==> src/rtl/uart_rx.sv <==
// UART receiver: two-flop synchronizer, centre-sampled 8N1-style frames,
// valid/ready output register with framing-error and overrun pulses.
module uart_rx #(
  parameter int NUMBER_OF_BITS = 8,
  parameter int BAUD_DIVIDER   = 4
) (
  input  logic                      clock,
  input  logic                      reset,
  input  logic                      rx,
  output logic                      data_valid,
  input  logic                      data_ready,
  output logic [NUMBER_OF_BITS-1:0] data_bits,
  output logic                      framing_error,
  output logic                      overrun
);

  localparam int HALF = BAUD_DIVIDER / 2;
  localparam int RW   = $clog2(BAUD_DIVIDER);
  localparam int IW   = $clog2(NUMBER_OF_BITS + 1);
  localparam int N    = NUMBER_OF_BITS;

  localparam logic [RW-1:0] RATE_HALF = RW'(HALF - 1);
  localparam logic [RW-1:0] RATE_FULL = RW'(BAUD_DIVIDER - 1);
  localparam logic [IW-1:0] LAST_BIT  = IW'(N - 1);

  typedef enum logic [2:0] {
    IDLE,
    START,
    DATA,
    STOP,
    WAIT_IDLE
  } state_t;

  logic [1:0]    sync;
  logic          rx_s;
  state_t        state, state_next;
  logic [RW-1:0] rate, rate_next;
  logic [IW-1:0] index, index_next;
  logic [N-1:0]  shift, shift_next;
  logic          deliver;
  logic          frame_bad;
  logic          tick;
  logic          load;

  assign rx_s = sync[1];
  assign tick = (rate == '0);
  assign load = deliver && (!data_valid || data_ready);

  always_comb begin
    state_next = state;
    rate_next  = rate;
    index_next = index;
    shift_next = shift;
    deliver    = 1'b0;
    frame_bad  = 1'b0;
    unique case (state)
      IDLE: begin
        if (!rx_s) begin
          rate_next  = RATE_HALF;
          state_next = START;
        end
      end
      START: begin
        rate_next = rate - 1'b1;
        if (tick) begin
          if (rx_s) begin
            state_next = IDLE;
          end else begin
            rate_next  = RATE_FULL;
            index_next = '0;
            state_next = DATA;
          end
        end
      end
      DATA: begin
        rate_next = rate - 1'b1;
        if (tick) begin
          shift_next        = shift >> 1;
          shift_next[N-1]   = rx_s;
          rate_next         = RATE_FULL;
          index_next        = index + 1'b1;
          if (index == LAST_BIT) begin
            state_next = STOP;
          end
        end
      end
      STOP: begin
        rate_next = rate - 1'b1;
        if (tick) begin
          if (rx_s) begin
            deliver    = 1'b1;
            state_next = IDLE;
          end else begin
            frame_bad  = 1'b1;
            state_next = WAIT_IDLE;
          end
        end
      end
      WAIT_IDLE: begin
        if (rx_s) begin
          state_next = IDLE;
        end
      end
      default: state_next = IDLE;
    endcase
  end

  always_ff @(posedge clock) begin
    if (reset) begin
      sync          <= 2'b11;
      state         <= IDLE;
      rate          <= '0;
      index         <= '0;
      shift         <= '0;
      data_valid    <= 1'b0;
      data_bits     <= '0;
      framing_error <= 1'b0;
      overrun       <= 1'b0;
    end else begin
      sync          <= {sync[0], rx};
      state         <= state_next;
      rate          <= rate_next;
      index         <= index_next;
      shift         <= shift_next;
      framing_error <= frame_bad;
      overrun       <= deliver && !load;
      if (load) begin
        data_bits  <= shift;
        data_valid <= 1'b1;
      end else if (data_valid && data_ready) begin
        data_valid <= 1'b0;
      end
    end
  end

endmodule
==> config.mk <==
export PLATFORM = sky130hd
export DESIGN_NAME = uart_rx
export DESIGN_NICKNAME = d
export VERILOG_FILES = /design/src/rtl/uart_rx.sv
export SDC_FILE = /design/constraint.sdc
export NUM_CORES = 1
export LEC_CHECK = 0
export ABC_AREA = 1
export CORE_MARGIN = 2
export CORE_UTILIZATION = 24
export CTS_BUF_LIST = sky130_fd_sc_hd__clkbuf_2 sky130_fd_sc_hd__clkbuf_4 sky130_fd_sc_hd__clkbuf_8
export DETAILED_ROUTE_END_ITERATION = 8
export PLACE_DENSITY_LB_ADDON = 0.15
export SETUP_SLACK_MARGIN = 0.2
export SLEW_MARGIN = 20
export SYNTH_ARGS = -nofsm -noshare
export SYNTH_HDL_FRONTEND = slang
export SYNTH_SLANG_ARGS = --single-unit
export TNS_END_PERCENT = 30
==> constraint.sdc <==
create_clock -name clock -period 2.75 [get_ports clock]
set_input_delay 0.55 -clock clock [delete_from_list [all_inputs] [get_ports clock]]
set_output_delay 0.55 -clock clock [all_outputs]
set_load 0.01 [all_outputs]
==> out/qor.csv <==
metric,value,unit
slew_headroom,60.8,%
crit-reg2reg-launch,rate[0],
rows,26,
netlist_area,1310,um2
synth_top_family_by_area,simple AND/OR/NAND/NOR gates,
endpoint_kind,register,
synth_area_per_cell,7.44,um2
die_h,77.8,um
worstSetupEndpoint,data_bits[3],
crit_start,rate[0],
synth-xor-area-share,0,%
cts_buffers,5,
tns,0,ns
drt_iter0_markers,66,
fin_crit,1.94,ns
path_clk_slew,0.07,ns
dieWidth,77.8,um
p_per_area,892,nW/um2
hold_path_class,register to register,
dpl.hpwl,2070,um
regToRegEndpoint,data_bits[3],
grt_first_pass_wirelength,5220,um
crit_type,register to register,
hold_buffers,0,
insertion_delay,0.28,ns
yosys.area_share.simple,32.0,%
p_comb_share,35.6,%
place_congestion,0.710,
status,"complete, no violations",
switching_power,0.000574,W
num-nets-final,200,
start_kind,register,
overflow,0,
port_buffers,14,
max_freq,514,MHz
clockBufferDepth,2,
worst_ep_required_time,2.90,ns
hold_viol_final,0,
grt_pass1_vias,1072,
cp_max_fo,10,
min_path_cells,1,
routed_wl,2970,um
setup_viol,0,
postSynthCellCount,176,
clkSinkCount,30,
synth_warnings,0,
max_cap_viol_count,0,
vdd_ir_drop_max,0.000416,V
pwr-share-seq,37.9,%
worst_hold_slack,0.410,ns
leakage,0.619,nW
dpl-instance-area,1530,um2
grt_max_degree,18,
synthMuxAreaShare,0,%
rsz0062_at_grt,no,
vias,1158,
core-area,5170,um2
yosys.area_share.adder,2.87,%
fin_area,1620,um2
met2_length,1260,um
synth_cell_types,25,
synth-seq-cells,30,
fillers,540,
worst_pin_slew,0.586,ns
yosysSeqAreaShare,45.9,%
critPathArrivalTime,2.09,ns
io_pins,15,
top_layer,met4,
cts_tree,built,
skew,0.00262,ns
synth.net_count,183,
root_buffer,clkbuf_8,
route.met3.wl,134,um
reg2reg_setup_slack,0.81,ns
ant_nets,0,
ctsResizeCount,0,
first_pass_iters,5,
cts_setup_buffers,0,
wirelength_met1,1520,um
start_util,25.3,%
vias_per_cell,4.39,
synth_compound_area_share,12.4,%
drcViolationCount,0,
intPower,0.000872,W
power_frac_clock,26.4,%
p_sw_share,39.7,%
antenna_found_initial,0,
die-area,6060,um2
antenna_cells,0,
maxSlewViolCount,0,
grt.total_usage,10.8,%
h-tree-depth,2,
worstRegToRegCells,7,
synthToLayoutAreaGrowth,23.9,%
drive_gt1_share,10.8,%
wl_per_cell,11.2,um
period_share,70.7,%
worst max-delay path: stages, from the launching register on:
cell,delay [ns]
dfxtp_1,0.33
inv_1,0.08
ha_1,0.40
inv_1,0.16
nor3_4,0.42
nand2_2,0.23
nand2_1,0.12
a21oi_1,0.06
flip-flops by register name, indices dropped and copies added (netlist names):
| register | flops |
|---|---|
| data_bits | 8 |
| data_valid | 1 |
| framing_error | 1 |
| index | 4 |
| overrun | 1 |
| rate | 2 |
| shift | 8 |
| state | 3 |
| sync | 2 |
per-stage QoR:
stage / utilization (%) / worst slack, ns / instances / total power, W
final: 31.3 / 0.805 / 264 / 0.00145
after global routing: 31.3 / 0.584 / 264 / 0.00156
after CTS: 31.3 / 0.762 / 264 / 0.00146
after detailed placement: 29.5 / 0.761 / 256 / 0.00107
after global placement: 29.5 / 0.732 / 256 / 0.00108
after floorplan: - / 1.26 / 176 / 0.000949
how the worst min path moves through the flow:
| stage | slack (ns) | end | from |
|---|---|---|---|
| 6_report | 0.41 | sync[1] | sync[0] |
| 5_1_grt | 0.44 | sync[1] | sync[0] |
| 4_1_cts | 0.41 | sync[1] | sync[0] |
| 3_5_place_dp | 0.39 | sync[1] | sync[0] |
| 3_3_place_gp | 0.39 | sync[1] | sync[0] |
| 2_1_floorplan | 0.39 | sync[1] | sync[0] |
layer usage:
| metal | up-vias | GRT usage [%] |
|---|---|---|
| met5 | - | 0 |
| li1 | 612 | - |
| met1 | 516 | 14.6 |
| met2 | 26 | 15.7 |
| met3 | 4 | 3.84 |
| met4 | 0 | 4.29 |
power groups by stage:
| stage | Combinational (W) | Clock [W] | Sequential (W) |
|---|---|---|---|
| after global routing | 0.000589 | 0.000413 | 0.000555 |
| after CTS | 0.000520 | 0.000394 | 0.000549 |
| final | 0.000515 | 0.000382 | 0.000549 |
| after global placement | 0.000522 | 0 | 0.000562 |
| after floorplan | 0.000407 | 0 | 0.000542 |
| after detailed placement | 0.000517 | 0 | 0.000557 |
layout by cell type (no fill, tap or decap):
cell and count:
nand2_1 34, dfxtp_1 30, nor2_1 22, nand3_1 20, a21oi_1 20, inv_1 16
clkdlybuf4s50_1 14, clkbuf_8 6, nor3_1 3, o21ai_0 3, ha_1 3, nand3_2 2
nand2_2 2, or2_2 2, nand4_1 2, o211ai_1 2, buf_4 2, inv_2 1
nor3_4 1, nor2_2 1, o21ai_2 1, and2_1 1, a31oi_1 1, a221oi_1 1
nor3b_1 1, a21oi_2 1, clkbuf_4 1, clkinv_2 1
final cells by class:
class                      instances  area, um2  share of cell area, %
sequential                        30        601                   37.0
tap                               70       87.6                   5.40
clock buffer                       7       90.1                   5.56
inverter                          17       63.8                   3.94
clock inverter                     1       5.00                  0.309
timing repair buffer              16        155                   9.57
multi-input combinational        123        619                   38.2
synthesized netlist by cell type:
master	instances	area share, %
nand2_1	34	9.8
dfxtp_1	30	46
nor2_1	22	6.3
a21oi_1	20	7.6
nand3_1	20	7.6
inv_1	16	4.6
clkbuf_1	4	1.1
ha_1	3	2.9
nor3_1	3	1.1
o21ai_0	3	1.1
buf_2	2	0.76
nand2_2	2	0.96
nand3_2	2	1.5
nand4_1	2	0.96
o211ai_1	2	1.1
or2_2	2	0.96
a21oi_2	1	0.67
a221oi_1	1	0.67
a31oi_1	1	0.48
and2_1	1	0.48
inv_2	1	0.29
nor2_2	1	0.48
nor3_4	1	1.2
nor3b_1	1	0.57
o21ai_2	1	0.67
cell families after synthesis:
family	after synthesis
adder cells (fa/ha/maj)	3
flip-flops	30
AND/OR/NAND/NOR	91
AO/OA/AOI/OAI	29
buffers and inverters	23
Note: power is estimated with default switching activity, not from simulation.
